==> src/rtl/rom_loader.sv <==
// rom_loader: HPS ioctl bytes -> DEPTH-entry FIFO -> port1/port2 SDRAM toggle handshakes and/or BRAM strobe; ROM_LOADER_CHECKSUM_EN adds a byte checksum.
// Push 1 clk after ioctl_wr rise, head delivered 1 clk after push; head stalls on a busy port, ioctl_wait throttles the HPS at DEPTH-2.
module rom_loader #(
    parameter int DEPTH = 8
) (
    input  logic        clk,
    input  logic        reset_n,
    input  logic        ioctl_download,
    input  logic        ioctl_wr,
    input  logic [24:0] ioctl_addr,
    input  logic [7:0]  ioctl_dout,
    input  logic [7:0]  ioctl_index,
    output logic        ioctl_wait,
    output logic        port1_req,
    input  logic        port1_ack,
    output logic [22:0] port1_a,
    output logic [1:0]  port1_ds,
    output logic [15:0] port1_d,
    output logic        port2_req,
    input  logic        port2_ack,
    output logic [22:0] port2_a,
    output logic [1:0]  port2_ds,
    output logic [15:0] port2_d,
    output logic        dl_wr,
    output logic [16:0] dl_addr,
    output logic [7:0]  dl_data,
    output logic        rom_loaded,
    output logic        overflow
`ifdef ROM_LOADER_CHECKSUM_EN
    ,
    output logic [15:0] checksum
`endif
);

    localparam int AW = $clog2(DEPTH);
    localparam logic [AW:0] C_FULL = (AW+1)'(DEPTH);
    localparam logic [AW:0] C_HI   = (AW+1)'(DEPTH - 2);

    typedef struct packed {
        logic [24:0] addr;
        logic [7:0]  data;
    } ent_t;

    typedef enum logic [1:0] {
        S_IDLE  = 2'd0,
        S_ISSUE = 2'd1,
        S_WAIT  = 2'd2
    } state_t;

    ent_t        r_mem [DEPTH];
    logic [AW-1:0] r_wptr;
    logic [AW-1:0] r_rptr;
    logic [AW:0]   r_count;
    state_t      r_state;
    state_t      w_next;

    logic        r_wr_d;
    logic        r_dl_d;
    logic        r_fall_pend;
    logic        r_rom_loaded;
    logic        r_overflow;

    logic        r_p1_req;
    logic [22:0] r_p1_a;
    logic [1:0]  r_p1_ds;
    logic [15:0] r_p1_d;
    logic        r_p2_req;
    logic [22:0] r_p2_a;
    logic [1:0]  r_p2_ds;
    logic [15:0] r_p2_d;
    logic        r_dl_wr;
    logic [16:0] r_dl_addr;
    logic [7:0]  r_dl_data;

    logic        w_wr_rise;
    logic        w_push_try;
    logic        w_push;
    logic        w_ovf;
    logic        w_pop;
    logic        w_empty;
    logic        w_full;
    logic        w_dl_rise;
    logic        w_dl_fall;
    ent_t        w_head;
    logic [23:0] w_off;
    logic        w_tgt_p1;
    logic        w_tgt_p2;
    logic        w_tgt_br;
    logic        w_discard;
    logic        w_p1_idle;
    logic        w_p2_idle;
    logic        w_ports_ok;
    logic        w_drained;
    logic        w_go_p1;
    logic        w_go_p2;
    logic        w_go_br;

    assign w_wr_rise  = ioctl_wr & ~r_wr_d;
    assign w_push_try = w_wr_rise & ioctl_download & (ioctl_index == 8'd0);
    assign w_empty    = (r_count == '0);
    assign w_full     = (r_count == C_FULL);
    // A full FIFO still accepts a byte when the head pops in the same cycle.
    assign w_push     = w_push_try & (~w_full | w_pop);
    assign w_ovf      = w_push_try & w_full & ~w_pop;
    assign w_dl_rise  = ioctl_download & ~r_dl_d;
    assign w_dl_fall  = ~ioctl_download & r_dl_d;

    assign w_head     = r_mem[r_rptr];
    assign w_off      = w_head.addr[23:0] - 24'h010000;
    assign w_tgt_p1   = (w_head.addr < 25'h0010000);
    assign w_tgt_p2   = (w_head.addr >= 25'h0010000) && (w_head.addr < 25'h001C000);
    assign w_tgt_br   = ((w_head.addr >= 25'h000A000) && (w_head.addr < 25'h0010000)) ||
                        ((w_head.addr >= 25'h001C000) && (w_head.addr < 25'h0020000));
    assign w_discard  = (w_head.addr >= 25'h0020000);

    assign w_p1_idle  = (r_p1_req == port1_ack);
    assign w_p2_idle  = (r_p2_req == port2_ack);
    assign w_ports_ok = (~w_tgt_p1 | w_p1_idle) & (~w_tgt_p2 | w_p2_idle);
    assign w_drained  = w_empty & (r_state == S_IDLE) & w_p1_idle & w_p2_idle;

    // Delivery is registered on the IDLE->ISSUE edge, so ISSUE is the cycle the strobes are visible.
    always_comb begin
        w_next  = r_state;
        w_go_p1 = 1'b0;
        w_go_p2 = 1'b0;
        w_go_br = 1'b0;
        w_pop   = 1'b0;
        case (r_state)
            S_IDLE: begin
                if (!w_empty) begin
                    if (w_discard) begin
                        w_pop = 1'b1;
                    end else if (w_ports_ok) begin
                        w_go_p1 = w_tgt_p1;
                        w_go_p2 = w_tgt_p2;
                        w_go_br = w_tgt_br;
                        w_next  = S_ISSUE;
                    end
                end
            end
            S_ISSUE: begin
                if (w_tgt_p1 || w_tgt_p2) begin
                    w_next = S_WAIT;
                end else begin
                    w_pop  = 1'b1;
                    w_next = S_IDLE;
                end
            end
            S_WAIT: begin
                if (w_ports_ok) begin
                    w_pop  = 1'b1;
                    w_next = S_IDLE;
                end
            end
            default: w_next = S_IDLE;
        endcase
    end

    always_ff @(posedge clk or negedge reset_n) begin
        if (!reset_n) begin
            r_state <= S_IDLE;
        end else begin
            r_state <= w_next;
        end
    end

    always_ff @(posedge clk) begin
        if (w_push) begin
            r_mem[r_wptr] <= {ioctl_addr, ioctl_dout};
        end
    end

    always_ff @(posedge clk or negedge reset_n) begin
        if (!reset_n) begin
            r_wr_d  <= 1'b0;
            r_dl_d  <= 1'b0;
            r_wptr  <= '0;
            r_rptr  <= '0;
            r_count <= '0;
        end else begin
            r_wr_d <= ioctl_wr;
            r_dl_d <= ioctl_download;
            if (w_push) begin
                r_wptr <= r_wptr + AW'(1);
            end
            if (w_pop) begin
                r_rptr <= r_rptr + AW'(1);
            end
            case ({w_push, w_pop})
                2'b10:   r_count <= r_count + (AW+1)'(1);
                2'b01:   r_count <= r_count - (AW+1)'(1);
                default: r_count <= r_count;
            endcase
        end
    end

    always_ff @(posedge clk or negedge reset_n) begin
        if (!reset_n) begin
            r_p1_req  <= 1'b0;
            r_p1_a    <= '0;
            r_p1_ds   <= '0;
            r_p1_d    <= '0;
            r_p2_req  <= 1'b0;
            r_p2_a    <= '0;
            r_p2_ds   <= '0;
            r_p2_d    <= '0;
            r_dl_wr   <= 1'b0;
            r_dl_addr <= '0;
            r_dl_data <= '0;
        end else begin
            r_dl_wr <= w_go_br;
            if (w_go_br) begin
                r_dl_addr <= w_head.addr[16:0];
                r_dl_data <= w_head.data;
            end
            if (w_go_p1) begin
                r_p1_a   <= w_head.addr[23:1];
                r_p1_ds  <= {w_head.addr[0], ~w_head.addr[0]};
                r_p1_d   <= {w_head.data, w_head.data};
                r_p1_req <= ~r_p1_req;
            end
            // Sprite words: bit 15 of the offset selects the 16-bit half, bit 14 the byte lane.
            if (w_go_p2) begin
                r_p2_a   <= {w_off[23:16], w_off[13:0], w_off[15]};
                r_p2_ds  <= {w_off[14], ~w_off[14]};
                r_p2_d   <= {w_head.data, w_head.data};
                r_p2_req <= ~r_p2_req;
            end
        end
    end

    always_ff @(posedge clk or negedge reset_n) begin
        if (!reset_n) begin
            r_fall_pend  <= 1'b0;
            r_rom_loaded <= 1'b0;
            r_overflow   <= 1'b0;
        end else begin
            r_overflow <= (r_overflow & ~w_dl_rise) | w_ovf;
            if (w_dl_rise) begin
                r_rom_loaded <= 1'b0;
                r_fall_pend  <= 1'b0;
            end else if (w_dl_fall) begin
                r_fall_pend <= 1'b1;
            end else if (r_fall_pend && w_drained) begin
                r_rom_loaded <= 1'b1;
                r_fall_pend  <= 1'b0;
            end
        end
    end

`ifdef ROM_LOADER_CHECKSUM_EN
    logic [15:0] r_checksum;
    logic [15:0] w_cs_base;

    assign w_cs_base = w_dl_rise ? 16'd0 : r_checksum;

    always_ff @(posedge clk or negedge reset_n) begin
        if (!reset_n) begin
            r_checksum <= 16'd0;
        end else begin
            r_checksum <= w_push ? (w_cs_base + {8'd0, ioctl_dout}) : w_cs_base;
        end
    end

    assign checksum = r_checksum;
`else
    // Without the checksum build there is no adder and no checksum port.
`endif

    assign ioctl_wait = (r_count >= C_HI) | r_fall_pend;
    assign port1_req  = r_p1_req;
    assign port1_a    = r_p1_a;
    assign port1_ds   = r_p1_ds;
    assign port1_d    = r_p1_d;
    assign port2_req  = r_p2_req;
    assign port2_a    = r_p2_a;
    assign port2_ds   = r_p2_ds;
    assign port2_d    = r_p2_d;
    assign dl_wr      = r_dl_wr;
    assign dl_addr    = r_dl_addr;
    assign dl_data    = r_dl_data;
    assign rom_loaded = r_rom_loaded;
    assign overflow   = r_overflow;

endmodule

==> config.mk <==
export PLATFORM = sky130hd
export DESIGN_NAME = rom_loader
export DESIGN_NICKNAME = d
export VERILOG_FILES = /design/src/rtl/rom_loader.sv
export SDC_FILE = /design/constraint.sdc
export NUM_CORES = 1
export LEC_CHECK = 0
export ABC_AREA = 1
export CORE_UTILIZATION = 53
export CTS_BUF_LIST = sky130_fd_sc_hd__clkbuf_8
export CTS_CLUSTER_SIZE = 16
export DETAILED_ROUTE_END_ITERATION = 6
export HOLD_SLACK_MARGIN = 0.15
export MAX_ROUTING_LAYER = met4
export PLACE_DENSITY = 0.84
export SLEW_MARGIN = 20
export SYNTH_ARGS = -nofsm -noshare
export SYNTH_HDL_FRONTEND = slang
export SYNTH_SLANG_ARGS = --single-unit
==> constraint.sdc <==
create_clock -name clk -period 4.5 [get_ports clk]
set_input_delay 0.9 -clock clk [delete_from_list [all_inputs] [get_ports clk]]
set_output_delay 0.9 -clock clk [all_outputs]
set_load 0.03 [all_outputs]
Yosys cells after proc, flatten, opt, wreduce, memory -nomap -nowiden:

Memory sizes are Yosys's and may differ from the RTL's.
Index checks and enable logic that the tools add are counted.

* reduce and logical (&&, ||, !) cells: 14
* add/sub/neg operators: 5
* bitwise operators: 30
* eq/ne operators: 12
* $lt $le $gt $ge: 8
* mux-type cells: 32

Operators by type and width (number)
* $ge A25 B17 Y1 const B: 2
* $lt A25 B17 Y1 const B: 2
* $ge A25 B16 Y1 const B: 1
* $ge A25 B18 Y1 const B: 1
* $lt A25 B18 Y1 const B: 1
* $mux W1: 24
* $sub A24 B17 Y24 const B: 1
* $and A1 B1 Y1: 13
* $not A1 Y1: 12
* $mux W2: 5
* $ne A2 B2 Y1 const B: 5
* $logic_not A8 Y1: 1
* $pmux W4 S2: 1
* $add A3 B1 Y3 const B: 2
* $pmux W2 S3: 1
* $or A1 B1 Y1: 5
* $add A4 B1 Y4 const B: 1
* $eq A2 B1 Y1 const B: 2
* $eq A2 B2 Y1 const B: 2
* $eq A4 B4 Y1 const B: 1
* $ge A4 B3 Y1 const B: 1
* $logic_and A1 B1 Y1: 4
* $logic_not A4 Y1: 1
* $reduce_and A4 Y1: 1
* 8 further kinds: 11

* logic and storage cells: 122
* input port bits: 47
* memories kept: 1
* register bits: 127
* memory bits (writable): 264
* output and inout bits: 113

Memory list
* r_mem: depth 8, width 33, rd ports 1, clocked after memory_dff 0, write ports 1, RTL line 50 `ent_t r_mem [DEPTH];`

Logic depth before layout (Yosys ltp):

Gate-level depths: netlist (run 1).
An unclocked memory read counts as a cell.

* depth in word-level cells: 12
* gate-level depth with buffers: 30
* gate-level depth less buffers: 28

Least setup slack after synthesis (run 1):

OpenSTA, ideal clock, no wires.

* kind: register -> register
* start: register r_rptr[0]
* end: memory r_mem[0][0] (netlist name), enable pin
* buffers on the path: 3
* clock period less this slack: 4.233 ns
* data arrival time: 3.810 ns
* slack: 0.267 ns
* data required time: 4.077 ns
* stages on the path, launching flop included: 21
* library setup time: 0.423 ns
* path through: dfrtp_1 buf_4 buf_6 buf_2 nor2_1 o22ai_1 nand2_1 o21ai_4 inv_1 ha_1 inv_1 nor2_1 nand2_1 nor2_1 nand2_1 nand2_2 a21oi_1 nand3b_1 nand2_1 or2_1 nor2_1

RTL lines
* from (decl): RTL line 52 `logic [AW-1:0] r_rptr;`
* from (signal assigned): RTL line 187 `r_rptr <= r_rptr + AW'(1);`
* to (decl): RTL line 50

==> results of run 1 <==
==> synthesized netlist by cell type, drive strengths merged <==
cell type,n
fa,1
clkinv,2
nor3b,1
ha,9
nor4,1
nand4,2
edfxtp,264
o21ai,121
o21a,1
xnor2,5
nor3,3
a31oi,4
xor2,4
nand3b,1
buf,64
or2,2
nand2,359
clkbuf,19
dfrtp,111
o211ai,3
o22ai,17
mux2,1
nor2,181
nand3,86
a21oi,30
inv,166
==> area by class of cell <==
cell class	instances	area (sq um)
tap	384	480.5
clock inverter	40	249.0
fill	2094	10130
timing repair buffer	191	1912
multi-input combinational	832	3879
clock buffer	68	935.9
sequential	375	10710
inverter	168	638.1
==> state kept, by name, indices dropped and copies added (netlist names) <==
signal,cells
r_mem,264
port1_a,23
port2_a,23
dl_addr,17
dl_data,8
port1_d,8
port2_d,8
r_count,4
r_rptr,3
r_wptr,3
port1_ds,2
port2_ds,2
r_state,2
dl_wr,1
overflow,1
port1_req,1
port2_req,1
r_dl_d,1
r_fall_pend,1
r_wr_d,1
rom_loaded,1
==> cell families (layout without fill, tap and decap cells) <==
kind of cell,count (synthesis),count (layout),share of synthesized area
XOR/XNOR,9,9,0.005019
multiplexers,1,1,0.0007170
flip-flops,375,375,0.6817
adder cells (fa/ha/maj),10,10,0.008446
AND/OR/NAND/NOR,636,636,0.1641
AO/OA/AOI/OAI,176,176,0.06462
buffers and inverters,251,467,0.07545
==> worst max-delay path: cells and delay by family (launching register included) <==
family | cells | cell delay [ns]
AO/OA/AOI/OAI | 3 | 0.37
adder cells (fa/ha/maj) | 1 | 0.15
buffers and inverters | 5 | 0.98
flip-flops | 1 | 0.65
AND/OR/NAND/NOR | 10 | 1.60
==> final timing paths <==
kind | endpoint | slack (ns) | cells past startpoint
worst max-delay path | r_mem[4][29]$_DFFE_PP_ | 0.38 | 19
worst min-delay path | port1_a[11]$_DFFE_PN0P_ | 0.31 | 1
worst max register to register | r_mem[4][29]$_DFFE_PP_ | 0.38 | 19
worst min register to register | dl_addr[15]$_DFFE_PN0P_ | 0.46 | 1
max in group asynchronous | r_state[1]$_DFFE_PN0P_ | 3.27 | 2
min in group clk | dl_addr[15]$_DFFE_PN0P_ | 0.46 | 1
==> layer usage <==
metal | global-route usage | vias to the layer above | wire length, um
met5 | - | - | 0
met4 | 0.08443 | 0 | 964
met3 | 0.04724 | 89 | 2840
met2 | 0.4022 | 559 | 17670
met1 | 0.3194 | 5384 | 14750
li1 | - | 5116 | -
==> power by group <==
part / internal (mW) / switching, mW
combinational: 1.11 / 2.45
sequential: 3.88 / 0.174
clock: 1.55 / 1.29
==> through the flow <==
stage                     instance area, sq um  total power, mW  cells  worst slack (ns)
after floorplan                          15700            6.487   1458            0.2669
after global placement                   17610            7.484   1950            0.5015
after detailed placement                 17610            7.592   1950            0.3606
after CTS                                18790            10.44   2058            0.3172
after global routing                     18800            10.98   2058         -0.002785
final                                    18800            10.46   2058            0.3844
==> what timing repair did <==
item,in CTS,in global routing
gates resized for setup,0,4
setup endpoints to repair,0,74
setup buffers,0,0
==> impl_metrics.py, run 1 <==
metrics = {
    "status": {
        "status": "completed",
    },
    "setup_path": {
        "critPathArrivalTime_ns": 4.39,
        "worst_setup_path_end_kind": "register",
        "timing.critical_path.mode_cell": "sky130_fd_sc_hd__nand2_1",
        "setup.worst_path.start": "r_rptr[0]$_DFFE_PN0P_",
        "critPathKind": "register to register",
        "worst_ep_required_time_ns": 4.78,
        "cp_cell_sequence": "inv_8, buf_4, o21ai_1, nand3_1, o21ai_2, inv_1, ha_1, inv_1, nor2_1, nand2_1, nor2_1, nand2_1, nand2_2, a21oi_1, nand3b_1, nand2_1, or2_1, nor2_4, buf_12",
        "cell_type_of_the_slowest_stage_on_the_worst_timing_path": "sky130_fd_sc_hd__dfrtp_4",
        "max_stage_delay_ns": 0.65,
        "critical_path_peak_fanout": 36,
        "startpoint_class_of_the_critical_path": "register",
        "r2r_start": "r_rptr[0]$_DFFE_PN0P_",
    },
    "clock_network": {
        "numCtsBuffers": 58,
        "cts-htree-levels": 2,
        "cts-root-buf": "sky130_fd_sc_hd__clkbuf_8",
        "worst_skew_pair.late_latency_ns": 0.61,
        "postCtsHoldBufs": 0,
        "tritoncts": "done",
        "worst_setup_hold_path_clk_slew_ns": 0.07,
        "clock-sinks": 375,
        "clock_tree.buffer_depth": 3,
    },
    "drt": {
        "via_count": 11150,
        "viasPerCell": 5.417,
        "routed_wirelength_um": 36230,
        "number_of_nets_still_failing_antenna_checks_after_routing": 0,
        "initialDrtViolationCount": 1160,
        "drt-wirelength-per-cell_um": 17.60,
        "dr.pass1.iters": 6,
        "drt_drc_violations_left": 0,
    },
    "sta": {
        "timing.setup.tns_ns": 0,
        "setup_viol": 0,
        "timing.max_slew.rel_slack": 0.5318,
        "worst_hold_slack_ns": 0.3118,
        "finalHoldViolations": 0,
        "slew_violations": 0,
        "final.period_utilization": 0.9146,
        "worst-slew-pin-transition_ns": 0.6979,
        "fin_worst_skew_ns": 0.03328,
        "final_period_minus_worst_setup_slack_ns": 4.116,
        "fmax_mhz": 243.0,
    },
    "placement": {
        "detailed_place_hpwl_um": 23370,
        "final_estimated_routing_congestion_in_global_placement": 0.8990,
        "portBuffers": 159,
    },
    "yosys": {
        "synth_area_leaders": "sky130_fd_sc_hd__edfxtp_1 50%, sky130_fd_sc_hd__dfrtp_1 18%, sky130_fd_sc_hd__nand2_1 8.4%",
        "postSynthNetCount": 1515,
        "yosysTopAreaCell": "sky130_fd_sc_hd__edfxtp_1",
        "synth.avg_cell_area_sq_um": 10.77,
        "synth.lib_cells_used.distinct": 40,
        "netlist_instances": 1458,
        "ys_ff_latch": 375,
        "seq_area_frac_synth": 0.6817,
        "synth_top_area_frac": 0.5048,
        "netlist_area_sq_um": 15700,
        "synth_warnings": 0,
    },
    "global_route": {
        "grt_first_pass_wirelength_um": 57450,
        "grt_usage": 0.2496,
        "grt_antenna_before_repair": 0,
        "via_count_of_the_first_global_routing_pass": 10960,
        "gr-total-overflow": 0,
        "grt_max_degree": 58,
    },
    "pwr": {
        "pwr_density_cell_nw_per_um2": 556.0,
        "max-vdd-ir-drop_mv": 0.2408,
        "p_leak_nw": 7.661,
    },
    "run": {
        "maxCapViolCount": 0,
    },
    "floorplanning": {
        "core_region_area_sq_um": 28940,
        "die_w_um": 174.1,
        "floorplan.die.height_um": 174.1,
        "placementRows": 62,
        "io_pins": 160,
        "die-area_sq_um": 30320,
        "start_util": 0.5427,
    },
    "layout": {
        "flow.area_growth_from_synthesis_pct": 19.74,
        "share_of_the_core_filled_with_cells": 0.6499,
        "drive_above_1_share": 0.1045,
        "final_common_cell": "sky130_fd_sc_hd__nand2_1",
        "layout.nets": 1683,
        "antenna_cells": 0,
        "leading_cell_types_in_the_layout_fill_and_taps_excluded": "352 x sky130_fd_sc_hd__nand2_1, 264 x sky130_fd_sc_hd__edfxtp_1, 171 x sky130_fd_sc_hd__inv_1",
    },
    "worst_hold_path": {
        "hold_class": "primary input to async pin",
    },
}
No activity file was read; power rests on OpenSTA's default activity.
==> inputs of run 2 (changes only) <==
--- a/config.mk
+++ b/config.mk
@@ -12,7 +12,7 @@
 export DETAILED_ROUTE_END_ITERATION = 6
 export HOLD_SLACK_MARGIN = 0.15
 export MAX_ROUTING_LAYER = met4
-export PLACE_DENSITY = 0.84
+export PLACE_DENSITY_LB_ADDON = 0.15
 export SLEW_MARGIN = 20
 export SYNTH_ARGS = -nofsm -noshare
 export SYNTH_HDL_FRONTEND = slang
==> impl_metrics.py, run 2 (same netlist as run 1, synthesis figures left out) <==
metrics = {
    "setup_path": {
        "crit_family": "simple AND/OR/NAND/NOR gates",
        "startpoint_class_of_the_critical_path": "register",
        "worst_ep_required_time_ns": 4.98,
        "r2r_start": "r_rptr[0]$_DFFE_PN0P_",
        "crit-reg2reg-capture": "r_count[3]$_DFFE_PN0P_",
        "path_buf_inv": 8,
        "critPathArrivalTime_ns": 4.48,
        "critical_path_peak_fanout": 56,
        "timing.critical_path.mode_cell": "sky130_fd_sc_hd__nand2_1",
        "worst_setup_path_end_kind": "register",
        "reg2reg_depth": 27,
        "timing.reg2reg.setup_slack_ns": 0.50,
        "critPathKind": "register to register",
        "max_stage_delay_ns": 0.61,
        "cell_type_of_the_slowest_stage_on_the_worst_timing_path": "sky130_fd_sc_hd__dfrtp_4",
    },
    "sta": {
        "rsz0062_at_grt": "false",
        "slew_violations": 0,
        "timing.max_slew.rel_slack": 0.5499,
        "fin_worst_skew_ns": 0.02036,
        "finalHoldViolations": 0,
        "fmax_mhz": 250.0,
        "setup_viol": 0,
        "worst-slew-pin-transition_ns": 0.6751,
        "final.period_utilization": 0.8890,
        "final_period_minus_worst_setup_slack_ns": 4.001,
        "timing.setup.tns_ns": 0,
    },
    "global_route": {
        "grt_usage": 0.2447,
        "grt_first_pass_wirelength_um": 56180,
        "grt_max_degree": 83,
        "gr-total-overflow": 0,
        "via_count_of_the_first_global_routing_pass": 10350,
        "grt_antenna_before_repair": 0,
    },
    "layout": {
        "final_common_cell": "sky130_fd_sc_hd__nand2_1",
        "drive_above_1_share": 0.09435,
        "layout.nets": 1675,
        "largest_register_ff_count": 264,
        "largest_register": "r_mem",
        "final.fill_count": 2220,
        "antenna_cells": 0,
        "leading_cell_types_in_the_layout_fill_and_taps_excluded": "352 x sky130_fd_sc_hd__nand2_1, 264 x sky130_fd_sc_hd__edfxtp_1, 179 x sky130_fd_sc_hd__inv_1",
        "flow.area_growth_from_synthesis_pct": 19.22,
    },
    "worst_hold_path": {
        "hold_class": "primary input to async pin",
    },
    "floorplanning": {
        "core_region_area_sq_um": 28940,
        "io_pins": 160,
        "placementRows": 62,
        "die-area_sq_um": 30320,
        "start_util": 0.5427,
        "floorplan.die.height_um": 174.1,
        "die_w_um": 174.1,
    },
    "clock_network": {
        "postCtsHoldBufs": 0,
        "worst_skew_pair.late_latency_ns": 0.59,
        "cts-root-buf": "sky130_fd_sc_hd__clkbuf_8",
        "worst_setup_hold_path_clk_slew_ns": 0.06,
        "clock_tree.buffer_depth": 3,
        "tritoncts": "done",
        "numCtsBuffers": 56,
        "cts-resized-gates": 0,
        "post_cts.repair.setup_buffers": 0,
        "clock-sinks": 375,
        "cts-htree-levels": 2,
    },
    "pwr": {
        "p_leak_nw": 7.609,
        "max-vdd-ir-drop_mv": 0.3626,
        "totalPowerFinal_mw": 10.15,
        "pwr_density_cell_nw_per_um2": 542.0,
    },
    "drt": {
        "drt_drc_violations_left": 0,
        "initialDrtViolationCount": 942,
        "routed_wirelength_um": 34890,
        "number_of_nets_still_failing_antenna_checks_after_routing": 0,
        "via_count": 10620,
        "viasPerCell": 5.186,
        "drt-wirelength-per-cell_um": 17.04,
        "dr.pass1.iters": 5,
    },
    "run": {
        "maxCapViolCount": 0,
    },
    "placement": {
        "portBuffers": 159,
        "final_estimated_routing_congestion_in_global_placement": 0.8698,
        "detailed_place_hpwl_um": 22430,
    },
    "status": {
        "status": "completed",
    },
}
[run 2: changes by cell type in the layout (fill, tap and decap cells not counted), sizes merged]
cell	change
inv	+7
buf	-6
clkinv	-7
clkinvlp	+2
bufinv	-3
clkbuf	-3
[run 2: how the worst max path moves through the flow]
stage	cells after the start	to	from
global placement	27	r_count[3]$_DFFE_PN0P_	r_rptr[0]$_DFFE_PN0P_
detailed placement	27	r_count[3]$_DFFE_PN0P_	r_rptr[0]$_DFFE_PN0P_
floorplan	20	r_mem[0][0]$_DFFE_PP_	r_rptr[0]$_DFFE_PN0P_
CTS	27	r_count[3]$_DFFE_PN0P_	r_rptr[0]$_DFFE_PN0P_
finish	27	r_count[3]$_DFFE_PN0P_	r_rptr[0]$_DFFE_PN0P_
global route	27	r_count[3]$_DFFE_PN0P_	r_rptr[0]$_DFFE_PN0P_
[run 2: stage by stage]
step	hold WS (ns)	cells	worst slack (ns)	area (sq um)	utilization
floorplan	0.4823	1458	0.2669	15700	-
global placement	0.4507	1944	0.6400	17670	0.6106
detailed placement	0.4542	1944	0.5167	17670	0.6106
CTS	0.3376	2048	0.5073	18720	0.6470
global route	0.3732	2048	0.1440	18720	0.6470
finish	0.3329	2048	0.4993	18720	0.6470
[run 2: area by class of cell]
cell class	count	area (sq um)	share of cell area
clock buffer	65	894.6	0.04778
clock inverter	39	160.2	0.008554
inverter	168	633.1	0.03382
multi-input combinational	832	3884	0.2074
sequential	375	10710	0.5721
tap	384	480.5	0.02566
timing repair buffer	185	1959	0.1047
[run 2: worst register-to-register path: cells and delay by family, from the launching register on]
family	cells	cell delay, ns
simple gates	12	0.99
flops	1	0.61
fa+ha+maj	2	0.55
buf+inv	8	0.87
compound gates	5	0.88
[run 2: per-layer routing]
metal	global-route usage	vias to the layer above	wire (um)
met3	0.04462	41	2488
li1	-	5093	-
met1	0.3472	5073	16080
met5	-	-	0
met2	0.3682	414	15830
met4	0.05958	0	484
[run 2: where the power goes]
part	switching (mW)	internal (mW)
logic	2.43	1.12
clock network	1.24	1.31
registers	0.167	3.88
total	3.84	6.31
